--- src/rtl/heroe_pkg.sv ---
// heroe_pkg: shared game-state codes, scroller FSM encoding, segment masks and spawn codes.
package heroe_pkg;
  typedef enum logic [2:0] {OFF = 3'd0, WLCM = 3'd1, CH = 3'd2, GAME = 3'd3, WL = 3'd4, PA = 3'd5} game_st_e;
  typedef enum logic [1:0] {IDLE = 2'd0, RUN = 2'd1, HIT = 2'd2} scr_st_e;
  localparam logic [6:0] SEG_TOP = 7'b0000001;
  localparam logic [6:0] SEG_BOT = 7'b0001000;
  localparam logic [1:0] SPAWN_TOP = 2'b01;
  localparam logic [1:0] SPAWN_BOT = 2'b10;
  function automatic logic [6:0] slot_seg(input logic t, input logic b);
    return (t ? SEG_TOP : 7'd0) | (b ? SEG_BOT : 7'd0);
  endfunction
endpackage

--- src/rtl/obstacle_scroller_lfsr8.sv ---
// lfsr8: 8-bit Fibonacci LFSR, x^8+x^6+x^5+x^4+1, shifts left with feedback into bit0.
//   clk, rst_n (async, active-low, loads SEED), en (advance one step), q[7:0] (state)
module lfsr8 #(
  parameter logic [7:0] SEED = 8'hA5
) (
  input  logic       clk,
  input  logic       rst_n,
  input  logic       en,
  output logic [7:0] q
);
  logic [7:0] q_q;
  always_ff @(posedge clk or negedge rst_n)
    if (!rst_n) q_q <= SEED;
    else if (en) q_q <= {q_q[6:0], q_q[7] ^ q_q[5] ^ q_q[4] ^ q_q[3]};
  assign q = q_q;
endmodule

--- src/rtl/obstacle_scroller.sv ---
// obstacle_scroller: two-lane scrolling obstacle field with collision detection and score.
//   clk, rst_n (async active-low), presente[2:0] (game state), hero_lane (0=top, 1=bottom)
//   display_obs[20:0] (far digit [20:14] .. hero-side digit [6:0]), hit (pulse), game_over, score
//   Optional OBS_SPEEDUP_EN: scroll period shrinks by DIV_STEP every 8 clears, floored at MIN_DIV.
module obstacle_scroller
  import heroe_pkg::*;
#(
  parameter logic [26:0] TICK_DIV  = 27'd6_000_000,
  parameter logic [7:0]  LFSR_SEED = 8'hA5,
  parameter int          SCORE_W   = 8,
  parameter logic [26:0] MIN_DIV   = 27'd1_500_000,
  parameter logic [26:0] DIV_STEP  = 27'd500_000
) (
  input  logic               clk,
  input  logic               rst_n,
  input  logic [2:0]         presente,
  input  logic               hero_lane,
  output logic [20:0]        display_obs,
  output logic               hit,
  output logic               game_over,
  output logic [SCORE_W-1:0] score
);
  scr_st_e            state_q, state_d;
  logic [26:0]        cnt_q, cnt_d, period;
  logic [2:0]         top_q, top_d, bot_q, bot_d;
  logic [SCORE_W-1:0] score_q, score_d;
  logic               go_q, go_d, hit_q, hit_d, tick, inc;
  logic [20:0]        disp_q, disp_d;
  logic [7:0]         lfsr;
  logic               stop, free0, unused_bits;
  lfsr8 #(.SEED(LFSR_SEED)) u_lfsr (.clk(clk), .rst_n(rst_n), .en(tick), .q(lfsr));
`ifdef OBS_SPEEDUP_EN
  logic [26:0] per_q, per_d;
  assign period = per_q;
  assign unused_bits = ^lfsr[7:2];
  always_ff @(posedge clk or negedge rst_n)
    if (!rst_n) per_q <= TICK_DIV;
    else per_q <= per_d;
`else
  assign period = TICK_DIV;
  assign unused_bits = ^{lfsr[7:2], MIN_DIV, DIV_STEP};
`endif
  assign stop  = presente inside {OFF, WLCM, CH};
  assign free0 = ~(top_q[0] | bot_q[0]);
  assign disp_d = {slot_seg(top_q[0], bot_q[0]), slot_seg(top_q[1], bot_q[1]), slot_seg(top_q[2], bot_q[2])};
  always_comb begin
    state_d = state_q;
    cnt_d   = cnt_q;
    top_d   = top_q;
    bot_d   = bot_q;
    score_d = score_q;
    go_d    = go_q;
    hit_d   = 1'b0;
    tick    = 1'b0;
    inc     = 1'b0;
`ifdef OBS_SPEEDUP_EN
    per_d   = per_q;
`endif
    case (state_q)
      IDLE: begin
        if (presente == GAME) begin
          state_d = RUN;
          cnt_d   = '0;
        end
      end
      RUN: begin
        if (stop || presente == WL) state_d = IDLE;
        else if (presente != PA) begin
          tick  = cnt_q == period - 27'd1;
          cnt_d = tick ? '0 : cnt_q + 27'd1;
          if (tick && (hero_lane ? bot_q[2] : top_q[2])) begin
            state_d = HIT;
            hit_d   = 1'b1;
            go_d    = 1'b1;
          end else if (tick) begin
            // The spawn is suppressed behind an occupied slot0 so obstacles are always separated by a gap.
            top_d   = {top_q[1:0], free0 & (lfsr[1:0] == SPAWN_TOP)};
            bot_d   = {bot_q[1:0], free0 & (lfsr[1:0] == SPAWN_BOT)};
            inc     = (top_q[2] | bot_q[2]) & ~&score_q;
            score_d = inc ? score_q + SCORE_W'(1) : score_q;
          end
        end
      end
      HIT: state_d = stop ? IDLE : HIT;
      default: state_d = IDLE;
    endcase
`ifdef OBS_SPEEDUP_EN
    if (inc && score_d[2:0] == 3'd0) per_d = (per_q >= MIN_DIV + DIV_STEP) ? per_q - DIV_STEP : MIN_DIV;
`endif
    if (state_d == IDLE) begin
      cnt_d   = '0;
      top_d   = '0;
      bot_d   = '0;
      score_d = '0;
      go_d    = 1'b0;
`ifdef OBS_SPEEDUP_EN
      per_d   = TICK_DIV;
`endif
    end
  end
  always_ff @(posedge clk or negedge rst_n)
    if (!rst_n) begin
      state_q <= IDLE;
      cnt_q   <= '0;
      top_q   <= '0;
      bot_q   <= '0;
      score_q <= '0;
      go_q    <= 1'b0;
      hit_q   <= 1'b0;
      disp_q  <= '0;
    end else begin
      state_q <= state_d;
      cnt_q   <= cnt_d;
      top_q   <= top_d;
      bot_q   <= bot_d;
      score_q <= score_d;
      go_q    <= go_d;
      hit_q   <= hit_d;
      disp_q  <= disp_d;
    end
  assign display_obs = disp_q;
  assign hit         = hit_q;
  assign game_over   = go_q;
  assign score       = score_q;
endmodule

--- config.mk ---
export PLATFORM = sky130hd
export DESIGN_NAME = obstacle_scroller
export DESIGN_NICKNAME = d
export VERILOG_FILES = /design/src/rtl/heroe_pkg.sv /design/src/rtl/obstacle_scroller_lfsr8.sv /design/src/rtl/obstacle_scroller.sv
export SDC_FILE = /design/constraint.sdc
export NUM_CORES = 1
export LEC_CHECK = 0
export BUFFER_PORTS_ARGS = -buffer_cell sky130_fd_sc_hd__buf_2
export CAP_MARGIN = 0
export CORE_MARGIN = 2
export CORE_UTILIZATION = 40
export CTS_BUF_LIST = sky130_fd_sc_hd__clkbuf_8 sky130_fd_sc_hd__clkbuf_16
export CTS_CLUSTER_SIZE = 25
export DETAILED_ROUTE_END_ITERATION = 10
export GPL_ROUTABILITY_DRIVEN = 0
export HOLD_SLACK_MARGIN = 0.1
export PLACE_DENSITY = 0.67
export SKIP_CTS_REPAIR_TIMING = 1
export SYNTH_ARGS = -nofsm -noshare
export SYNTH_HDL_FRONTEND = slang
export SYNTH_SLANG_ARGS = --single-unit
--- constraint.sdc ---
create_clock -name clk -period 2.5 [get_ports clk]
set_input_delay 0.25 -clock clk [delete_from_list [all_inputs] [get_ports clk]]
set_output_delay 0.25 -clock clk [all_outputs]
set_load 0.02 [all_outputs]
# == After elaboration in Yosys (flattened, before gate mapping) ==
# Index checks and enable logic that the tools add are counted.
# word_totals
ff_bits,71
input_bits,6
out_inout_bits,31
elab_cells,106
# op_classes
n_addsub,2
eq_ne,15
muxes,50
bitwise,12
n_reduce_logical,18
# ops
operator,count
27-bit 2-to-1 mux,5
8-bit 2-to-1 mux,7
27-bit one-hot mux with 2 select lines,1
3-bit 2-to-1 mux,12
"27-bit by 1-bit adder with 27-bit output, second input constant",1
"27-bit by 23-bit == test with 1-bit output, second input constant",1
1-bit 2-to-1 mux,16
4-bit 2-to-1 mux,3
"3-bit inequality test, second input constant",4
1-bit by 4-bit OR with 4-bit output,3
2-bit 2-to-1 mux,5
2-bit nonzero test,5
"8-bit by 1-bit adder with 8-bit output, second input constant",1
4-bit AND reduction,2
8-bit AND reduction,1
"3-bit by 2-bit == test with 1-bit output, second input constant",2
2-bit one-hot mux with 3 select lines,1
6-bit AND reduction,1
3-bit nonzero test,2
5-bit AND reduction,1
"2-bit by 1-bit == test with 1-bit output, second input constant",2
"2-bit == test, second input constant",2
2-bit zero test,2
"2-bit by 1-bit inequality test with 1-bit output, second input constant",2
other kinds (10),15

# == Longest topological paths before layout ==
# logic_depth
ltp_word,10
ltp_mapped,9
mapped_depth_nobuf,6

# == By module ==
# Synthesis repeated with hierarchy kept, for this count alone.
# unflattened
hier_cells,330
area_unflattened_um2,3198.1
# modules_own_cells
module,instances,cells_each,area_each_um2,seq_area_each_um2
obstacle_scroller,1,309,2874.0,1276.2
lfsr8,1,21,324.1,205.2

# == Worst setup path after synthesis ==
# OpenSTA, ideal clock, no wires.
# synth_timing
kind,register to register
from,reg cnt_q[7]
to,"reg u_lfsr.q_q[4], in the netlist u_lfsr.q[4]"
arrival_ns,2.033
t_required_ns,2.375
path_slack_ns,0.342
stages_incl_launch_ff,7
path_buffers,2
cell_sequence,dfrtp_1 > or4_4 > nor3_4 > and4_1 > buf_4 > buf_6 > mux2_2
# synth_via
elab_chain_cells,4
# synth_lines
item,line_no,source
"start, declared",obstacle_scroller.sv:24,"logic [26:0] cnt_q, cnt_d, period;"
"start signal, assigned",obstacle_scroller.sv:113,cnt_q <= cnt_d;
27-bit by 23-bit == test with 1-bit output,obstacle_scroller.sv:69,tick = cnt_q == period - 27'd1;
1-bit 2-to-1 mux,obstacle_scroller.sv:68,else if (presente != PA) begin
1-bit 2-to-1 mux,obstacle_scroller.sv:67,if (stop || presente == WL) state_d = IDLE;
1-bit 2-to-1 mux,obstacle_scroller.sv:59,case (state_q)
"end signal, assigned",obstacle_scroller_lfsr8.sv:14,"else if (en) q_q <= {q_q[6:0], q_q[7] ^ q_q[5] ^ q_q[4] ^ q_q[3]};"
"end, declared",obstacle_scroller_lfsr8.sv:11,logic [7:0] q_q;
# No other way between the ends.
# A chain may end at the register's enable or synchronous reset.

# == Final worst setup path ==
# layout_timing
from,reg cnt_q[13]
to,"reg score_q[5], in the netlist score[5]"
# layout_via
elab_chain_cells,9
elab_cells_between_ends,15
# layout_lines
item,line_no,source
27-bit by 23-bit == test with 1-bit output (*),obstacle_scroller.sv:69,
1-bit logical AND,obstacle_scroller.sv:71,if (tick && (hero_lane ? bot_q[2] : top_q[2])) begin
2-bit 2-to-1 mux,obstacle_scroller.sv:71,
2-bit 2-to-1 mux,obstacle_scroller.sv:68,
2-bit 2-to-1 mux,obstacle_scroller.sv:67,
2-bit one-hot mux with 3 select lines,obstacle_scroller.sv:59,
2-bit zero test,obstacle_scroller.sv:90,if (state_d == IDLE) begin
2-bit by 1-bit inequality test with 1-bit output (no source line) or 2-bit nonzero test (tied branches),-,
6-bit AND reduction (no source line),-,
"end signal, assigned",obstacle_scroller.sv:116,score_q <= score_d;
"end, declared",obstacle_scroller.sv:26,"logic [SCORE_W-1:0] score_q, score_d;"
# Every way passes the cells marked *; elsewhere a longest branch is shown, timed or not.

==> summary.txt <==
Floorplanning
  • FP Rows: 32
  • Die Y: 92.87 um
  • I/O pins: 37
  • Core area: 7687 sq um
  • Initial Utilization: 41.10%
  • Horiz. Die Dim: 92.87 um
  • DIE AREA: 8625 sq um

Power
  • Max VDD drop: roughly 0.00041 V
  • Sequential share of power: 46.5%
  • Combinational Power Share: roughly 5.3%
  • PwrDens: 578.4 nW/um^2
  • Leak pwr: 0.001586 uW
  • Total power: about 2100 uW
  • Switch Pwr: roughly 510 uW
  • Internal: 1552 uW
  • Clock group share of total power: slightly below 50%
  • Sw Ratio: 24.81%

Synth
  • Commonest cells post-synth: dfrtp_1, nor2_1, nand2_1
  • Post-synth top flop: dfrtp_1
  • Area share of the largest cell type after synthesis: 43.56%
  • Average size of a mapped cell: 9.904 sq um
  • Sequential area share after synthesis: 46.89%
  • Yosys reg bits: 59
  • Synth Warn #: 0
  • Synth unique cells: 56
  • Post-synth EDFFs: 0
  • Ys async rst share: between 90% and 100%
  • Cell Area, Synth: 3159 sq um
  • Dominant cell by count in the synthesized netlist: dfrtp_1
  • Synth Instances: between 300 and 400
  • Synth area leader: dfrtp_1
  • Top post-synthesis cells by area: dfrtp_1, buf_4, a31oi_1

Drt
  • DR vias/cell: around 5.4
  • Met3 Routed Length: between 300 and 400 um
  • Drt pass-1 iters: 4
  • DRT met1 WL: 3103 um
  • Vias: 2461
  • DRC: 0
  • Post-DRT Antenna Nets: 0
  • WL met2: 3084 um
  • Wire per inst: 14.49 um
  • Drt total wl: 6622 um
  • Top Metal Used: met4
  • Initial detailed-routing violation count: 215

Place
  • Placed inst area: 3333 sq um
  • Cell count after placement: 440
  • Port bufs: 21
  • Detailed placer's ending HPWL: between 4000 and 5000 um

Cells and area
  • Final Util: roughly 46%
  • Final instance area: between 3000 and 4000 sq um
  • Final nets: 358
  • Fillers: 725
  • Area of the multi-input gates: 1506 sq um
  • ANT cells: 0
  • Final std cells w/o fill: 457
  • Register area: 1481 sq um
  • Synth-to-layout area growth: 12.95%
  • Share of layout cells above drive strength 1: 19.44%

Clock tree
  • Num Clock Sinks: 59
  • Skew-Pair Late Insertion Delay: 0.34 ns
  • CTS tree: built
  • Num CTS Buffers: 9
  • Htree depth: 3
  • Clock root buffer: clkbuf_8
  • CTS clk-pin slew, worst paths: 0.07 ns
  • Clock Path Buffers: 2

Timing
  • Final hold vios: 0
  • Setup violators final: 0
  • Setup TNS: 0 ns
  • Fmax: 430.6 MHz
  • Skew final: 0.007911 ns
  • Final worst-path cycle share: 92.90%
  • RSZ-0062 raised after global routing: false
  • Final Max Tran Viols: 0
  • Minimum clock period: 2.323 ns

Flow run
  • Maximum Capacitance Violations: 0

Global route
  • Initial antenna violation count: 0
  • First-pass GRT wire length: 11610 um
  • GR Overflow Total: 0
  • GRT Total Usage: 16.75%
  • Vias in the first global route: 2476
  • Maximum number of pins on one net before global-route repair: 29

Status
  • Status: complete, no violations

Critical path
  • Critical path depth: 5
  • Startpoint types: flop
  • CP max stage delay: around 0.56 ns
  • Worst-path fanout max: 11
  • R2r worst-path depth: 5
  • Critical path cell sequence: or4_4 -> and4bb_4 -> nand4_4 -> or4_1 -> a21oi_1
  • Reg2Reg Launch Point: cnt_q[13]
  • Flop2flop setup slack: 0.18 ns
  • CP Buf/Inv Count: 0
  • Slowest cell on the critical path: or4_4
  • CP required: 2.77 ns
  • Worst Setup EP: score[5]
  • Critical Path Sink Type: flop
  • Critical Path AT: between 2 and 3 ns
  • R2r endpoint: score[5]
  • CP Launch Point: cnt_q[13]
  • Critical setup path kind: reg2reg
  • Worst path top cell family by delay: simple AND/OR/NAND/NOR gates

Hold path
  • Hold crit path type: in2reg
[worst min-delay path by stage]
stage	depth (start not counted)	end	startpoint	slack [ns]
3_3_place_gp	1	cnt_q[0]	rst_n	0.14
6_report	3	state_q[0]	presente[1]	0.25
3_5_place_dp	1	cnt_q[0]	rst_n	0.15
2_1_floorplan	0	bot_q[0]	rst_n	-0.05
4_1_cts	1	cnt_q[0]	rst_n	-0.23
5_1_grt	3	state_q[0]	presente[1]	0.23
[layout make-up]
class | count | share of cell area (%)
clock buffers | 9 | 3.471
clock inverters | 7 | 2.840
inverters | 6 | 0.6311
multi-input cells | 240 | 42.22
flip-flops and latches | 59 | 41.51
well taps | 102 | 3.576
repair buffers | 34 | 5.750
[cell usage in the layout (no fill, tap or decap), types with 10 or more instances in the layout]
cell      synthesis  layout
nand2_1          22      22
nand3_1          21      21
buf_4            16      12
dfrtp_1          55      55
nand4_1          10      10
nand2b_1         10      10
a21oi_1          18      18
conb_1            1      15
buf_2             1      21
and3_1           11      11
o21ai_0          10      10
a31oi_1          19      19
nor2_1           23      23
[power groups by stage]
stage,Sequential [uW],Clock (uW),Combinational (uW)
6_report,961,994,110
5_1_grt,961,1070,123
4_1_cts,960,1020,110
3_5_place_dp,979,0,110
3_3_place_gp,979,0,108
2_1_floorplan,978,0,86.6
[kinds of logic (layout without fill, tap and decap cells)]
logic type	count (synthesis)	in the layout	synth area share, %
and+or+nand+nor	133	133	24.44
AOI/OAI and AO/OA	64	64	12.59
DFF	59	59	46.89
buffers and inverters	34	56	7.089
muxes	14	14	4.713
xor gates and xnor gates	11	11	3.049
adders and majority gates	3	3	1.109
other	1	15	0.1187
[worst reg2reg max path, cell delays in order (launching register included)]
cell and delay [ns]:
dfrtp_1 0.44, or4_4 0.56, and4bb_4 0.40, nand4_4 0.19, or4_1 0.51, a21oi_1 0.15
[per-stage QoR]
step           worst slack, ns  hold WS [ns]
2_1_floorplan           0.3420      -0.04559
3_3_place_gp            0.2435        0.1427
3_5_place_dp            0.1966        0.1488
4_1_cts                 0.2033       -0.2293
5_1_grt                0.06478        0.2313
6_report                0.1775        0.2468
[layer usage]
layer | vias up | track usage (%)
met1 | 1168 | 21.81
met3 | 9 | 5.126
met2 | 77 | 25.72
li1 | 1207 | -
met4 | 0 | 7.353
met5 | - | 0
[registers in the layout (all words and copies together) (netlist names)]
| name | cells |
|---|---|
| bot_q | 3 |
| cnt_q | 27 |
| display_obs | 6 |
| game_over | 1 |
| hit | 1 |
| score | 8 |
| state_q | 2 |
| top_q | 3 |
| u_lfsr.q | 8 |
(Power assumes the default switching activity.)
